[src/rtl/btb_update_queue.sv]
// BTB update queue: buffers mispredicted taken-branch outcomes from execute
// and drains them one per cycle into the BTB write port.
//
// Ports:
//   clk, clkEn, rst        clock, global enable (0 freezes state), sync reset
//   resolve*               resolved-branch report from execute (no backpressure)
//   update, updatePc,
//   updateDest,
//   updateUnconditional    head entry presented to the BTB
//   updateReady            BTB accepts the head entry this cycle
//   count                  number of occupied entries
//   dropCount              saturating count of candidates lost to a full queue
module btb_update_queue #(
    parameter int DEPTH = 4,
    parameter int CNT_W = 8
) (
    input  logic                     clk,
    input  logic                     clkEn,
    input  logic                     rst,
    input  logic                     resolveValid,
    input  logic [31:0]              resolvePc,
    input  logic [31:0]              resolveDest,
    input  logic                     resolveTaken,
    input  logic                     resolveUnconditional,
    input  logic                     resolveMispredict,
    output logic                     update,
    output logic [31:0]              updatePc,
    output logic [31:0]              updateDest,
    output logic                     updateUnconditional,
    input  logic                     updateReady,
    output logic [$clog2(DEPTH):0]   count,
    output logic [CNT_W-1:0]         dropCount
);

    localparam int PW = $clog2(DEPTH);
    localparam int CW = PW + 1;

    logic [31:0]      pcq   [DEPTH];
    logic [31:0]      destq [DEPTH];
    logic [DEPTH-1:0] uncq;

    logic [PW-1:0]    head;
    logic [PW-1:0]    tail;
    logic [PW-1:0]    youngest;

    logic             cand;
    logic             pop;
    logic             hit;
    logic             canMerge;
    logic             coalesce;
    logic             push;
    logic             drop;
    logic             dropSat;

    assign youngest = tail - PW'(1);

    assign cand = resolveValid & resolveTaken
                & resolveMispredict & clkEn;
    assign pop  = update & updateReady & clkEn;

    // The youngest entry is only mergeable if it is not
    // leaving the queue this cycle; with one entry that
    // entry is also the head.
    assign hit      = (pcq[youngest] == resolvePc);
    assign canMerge = (count >= CW'(2))
                    | ((count == CW'(1)) & ~pop);
    assign coalesce = cand & hit & canMerge;

    // A pop in the same cycle frees a slot on a full queue.
    assign push    = cand & ~coalesce
                   & ((count != CW'(DEPTH)) | pop);
    assign drop    = cand & ~coalesce & ~push;
    assign dropSat = &dropCount;

    always_ff @(posedge clk) begin
        if (rst) begin
            head      <= '0;
            tail      <= '0;
            count     <= '0;
            dropCount <= '0;
            uncq      <= '0;
            for (int i = 0; i < DEPTH; i++) begin
                pcq[i]   <= '0;
                destq[i] <= '0;
            end
        end else begin
            if (pop) begin
                head <= head + PW'(1);
            end
            if (push) begin
                pcq[tail]   <= resolvePc;
                destq[tail] <= resolveDest;
                uncq[tail]  <= resolveUnconditional;
                tail        <= tail + PW'(1);
            end
            if (coalesce) begin
                destq[youngest] <= resolveDest;
                uncq[youngest]  <= resolveUnconditional;
            end
            count <= count + CW'(push) - CW'(pop);
            if (drop & ~dropSat) begin
                dropCount <= dropCount + CNT_W'(1);
            end
        end
    end

    // Outputs come straight from registered state; no
    // bypass from resolve to update.
    assign update              = (count != '0);
    assign updatePc            = pcq[head];
    assign updateDest          = destq[head];
    assign updateUnconditional = uncq[head];

endmodule

[config.mk]
export PLATFORM = sky130hd
export DESIGN_NAME = btb_update_queue
export DESIGN_NICKNAME = d
export VERILOG_FILES = /design/src/rtl/btb_update_queue.sv
export SDC_FILE = /design/constraint.sdc
export NUM_CORES = 1
export LEC_CHECK = 0
export CAP_MARGIN = 5
export CORE_MARGIN = 2
export CORE_UTILIZATION = 60
export CTS_CLUSTER_SIZE = 28
export DETAILED_ROUTE_END_ITERATION = 6
export PLACE_DENSITY = 0.84
export RECOVER_POWER = 25
export SYNTH_ARGS = -nofsm -noshare
export SYNTH_HDL_FRONTEND = slang
export SYNTH_SLANG_ARGS = --single-unit
[constraint.sdc]
create_clock -name clk -period 19.82 [get_ports clk]
set_input_delay 3.964 -clock clk [delete_from_list [all_inputs] [get_ports clk]]
set_output_delay 3.964 -clock clk [all_outputs]
set_load 0.1 [all_outputs]
==> flow_metrics.py <==
metrics = {
    "outcome": {
        "outcome": "finished with violations",
        "violations": "max-capacitance violations, max-slew violations",
    },
    "synth": {
        "muxShareOfSynthArea": 0.162,
        "synth_compound_gate_area_share": 0.0746,
        "netlist_top_cells_area": "edfxtp_1, mux4_2, and2_1",
        "syn-mean-instance-area_um2": 13.8,
        "synth_cell_types": 67,
        "ys_async_sr_fraction": 0,
        "ys.flop_type": "edfxtp_1",
        "synthXorXnorAreaFrac": 0.0174,
        "synth_top_family_by_area": "multiplexers",
        "synthCells": 1018,
        "netlist_area_um2": 14100,
        "yosys_register_bits": 277,
        "synth_top_area_cell": "edfxtp_1",
        "yosysTopAreaCellShare": 0.547,
        "ys.warnings.count": 0,
        "ys_seq_area_frac": 0.577,
        "yosys.area_share.adder": 0.0121,
        "syn_nets": 1103,
        "synth_edf_count": 256,
        "yosys.area_share.simple": 0.117,
    },
    "worst_hold_path": {
        "min_path_type": "flop to flop",
        "hold_start": "dropCount[6]$_SDFFE_PP0P_",
        "hold_path_end": "dropCount[6]$_SDFFE_PP0P_",
        "holdPathStages": 2,
    },
    "clocking": {
        "insertion_delay_ps": 540,
        "cts_root_buf": "clkbuf_16",
        "cts_setup_buffers": 0,
        "cts_hold_buf": 0,
        "cts.sinks": 277,
        "cts_htree_levels": 1,
        "clkSlewWorstSetupHoldPaths_ps": 60,
        "cts_tree": "built",
        "cts_buffers": 28,
        "cts_resized": 0,
        "clockBufferDepth": 3,
    },
    "global_route": {
        "first_global_vias": 9710,
        "grt_use_total": 0.286,
        "grt_pass1_wl_um": 53600,
        "grt_max_degree": 62,
        "antenna_found_initial": 0,
        "grt.overflow.total": 0,
    },
    "timing": {
        "rsz0062_at_grt": "false",
        "setup_ws_ps": 9210,
        "slew-limit-headroom": -0.946,
        "layout_min_cycle_time_ps": 10610,
        "tightest_slew_ps": 2920,
        "fin_skew_ps": 13.6,
        "tns_ps": 0,
        "finalCritPeriodShare": 0.535,
        "maxSlewViolCount": 163,
        "setup_violations": 0,
        "fmax_mhz": 94.2,
        "hold_viol_final": 0,
    },
    "cells_and_area": {
        "syn_to_final_growth_pct": 18.4,
        "utilization": 0.716,
        "fillers": 1553,
        "nNetsFinal": 1230,
        "diodes": 0,
        "final_area_um2": 16600,
        "drive_gt1_frac": 0.145,
    },
    "floorplanning": {
        "fp.dieH_um": 157,
        "dieWidth_um": 157,
        "ioPinCount": 149,
        "rows": 56,
        "die_area_um2": 24700,
        "core_area_um2": 23300,
        "start_util": 0.604,
    },
    "route": {
        "drt_iter0_markers": 1107,
        "antenna_left": 0,
        "drc": 0,
        "route.vias.total": 9485,
        "routed_via_density": 6.39,
        "wl_um": 34400,
        "wl_per_cell_um": 23.2,
        "dr.pass1.iters": 5,
    },
    "power_and_ir_drop": {
        "totalPowerFinal_w": 0.00152,
        "powerDensity_nw_per_um2": 91.4,
        "ir_drop_uv": 87.1,
        "p_leak_nw": 5.82,
    },
    "placement": {
        "gp_congestion": 0.908,
        "place_area_um2": 15800,
        "portBuffers": 148,
        "hpwl_um": 21300,
        "dp_slack_ps": 11050,
    },
    "job": {
        "maxCapViolations": 4,
    },
    "worst_setup_path": {
        "crit_top_cell": "nor2_1",
        "crit_chain": "dlygate4sd3_1 > inv_1 > a222oi_1 > and4bb_2 > nor2_1 > or4_1 > nor2_1 > clkbuf_1 > nor3_1 > and2_1",
        "r2r_cells": 12,
        "crit_arrival_ps": 10880,
        "rr_endpoint": "pcq[3][14]$_DFFE_PP_",
        "worstSetupPathType": "input port to flop",
        "cpMaxStageDelayCell": "clkbuf_1",
        "cp_slowest_stage_delay_ps": 2130,
        "reg2reg_from": "tail[0]$_SDFFE_PP0N_",
        "cp_top_family": "simple AND/OR/NAND/NOR gates",
        "critPathBufInv": 3,
        "cp_max_fo": 61,
        "cp.required_ps": 20090,
        "startpoint_type": "input port",
        "end_kind": "flop",
        "reg2reg_slack_ps": 11080,
    },
}
-- worst reg2reg max path, stage by stage, from the launching register on --
cell	delay [ps]
dfxtp_4	690
inv_1	310
ha_1	360
buf_4	450
mux4_2	450
xor2_1	160
nor4_1	890
o31a_1	280
nand4_2	120
nor2_1	590
clkbuf_1	2130
nor3_1	1460
and2_1	600
-- how the worst max path moves through the flow --
stage	startpoint	depth (start not counted)	to	slack, ps
6_report	resolvePc[27]	10	pcq[3][14]$_DFFE_PP_	9210
5_1_grt	resolvePc[27]	10	pcq[3][21]$_DFFE_PP_	8890
4_1_cts	resolvePc[27]	12	destq[1][21]$_SDFFCE_PN0P_	11550
3_5_place_dp	resolvePc[27]	12	destq[1][1]$_SDFFCE_PN0P_	11050
3_3_place_gp	resolvePc[12]	11	destq[1][6]$_SDFFCE_PN0P_	11180
2_1_floorplan	resolvePc[22]	10	pcq[0][0]$_SDFFCE_PN0P_	11840
-- cell families (layout without fill, tap and decap cells) --
kind of cell,Yosys count,in the layout
flip-flops,277,277
multiplexers,124,124
adder cells (fa/ha/maj),13,13
AND/OR/NAND/NOR,287,287
buffers and inverters,124,272
AO/OA/AOI/OAI,165,165
XOR/XNOR,28,28
-- state kept, by name, indices dropped and copies added, names as in the netlist, named ones only --
signal     flops
count          3
destq        128
dropCount      8
head           2
pcq          128
tail           2
uncq           4
-- per-stage QoR --
stage | std cells | hold slack, ps
final | 1485 | 510
after global routing | 1485 | 546
after CTS | 1485 | 505
after detailed placement | 1434 | 495
after global placement | 1434 | 481
after floorplan | 1018 | 514
-- layout by cell type, fill, tap and decap left out, types with 7 or more instances in the layout --
| cell type | count |
|---|---|
| xor2_1 | 12 |
| nand2_1 | 36 |
| mux2i_1 | 32 |
| mux4_2 | 81 |
| clkdlybuf4s50_1 | 106 |
| edfxtp_1 | 256 |
| ha_1 | 12 |
| nor2b_1 | 38 |
| clkinv_1 | 7 |
| nand4_1 | 11 |
| or4_1 | 7 |
| and2_1 | 88 |
| dlygate4sd3_1 | 42 |
| o21ai_0 | 10 |
| a21oi_1 | 76 |
| clkinv_2 | 7 |
| o211ai_1 | 38 |
| dfxtp_1 | 18 |
| nand3_1 | 19 |
| mux2_2 | 9 |
| xnor2_1 | 16 |
| nor3_1 | 26 |
| clkbuf_1 | 11 |
| buf_4 | 19 |
| nor2_1 | 33 |
| inv_1 | 48 |
| clkbuf_16 | 29 |
-- layer usage --
| layer | global-route usage | share of wire | vias up | wire (µm) |
|---|---|---|---|---|
| met5 | 0 | 0 | - | 0 |
| met4 | 0.0870 | 0.024 | 0 | 833 |
| met3 | 0.0512 | 0.096 | 74 | 3310 |
| met2 | 0.482 | 0.50 | 545 | 17300 |
| met1 | 0.384 | 0.38 | 4712 | 13000 |
| li1 | - | - | 4154 | - |
-- synth_stat cells (all sizes together), types with 2 or more instances --
cell type,n
or2,3
nor3,26
xor2,12
ha,12
nor4,6
dfxtp,21
o22ai,4
xnor2,16
nand2,36
nand4,12
buf,36
edfxtp,256
o32ai,4
a222oi,4
and4,2
nand2b,4
and3,3
a211o,3
a21o,3
nand4b,2
nand3,19
nor2,34
mux2,11
o21ai,15
and2,90
or4,7
inv,48
clkbuf,38
a31oi,2
mux2i,32
clkinv,2
mux4,81
o211ai,38
o2bb2ai,2
nor2b,38
a21oi,76
-- final cells by class --
type	instances	area, µm²	share of cell area
sequential	277	8120	0.488
multi-input combinational	617	5430	0.326
timing repair buffer	171	1640	0.0985
clock buffer	36	752	0.0452
tap	319	399	0.0240
inverter	50	188	0.0113
clock inverter	15	118	0.00706
-- report_power, final --
group          switching [W]  internal (W)  leakage (nW)
combinational       0.000239     0.0000968          2.58
clock               0.000214      0.000292         0.431
sequential         0.0000194      0.000661          2.82
Note: power is estimated with default switching activity, not from simulation.
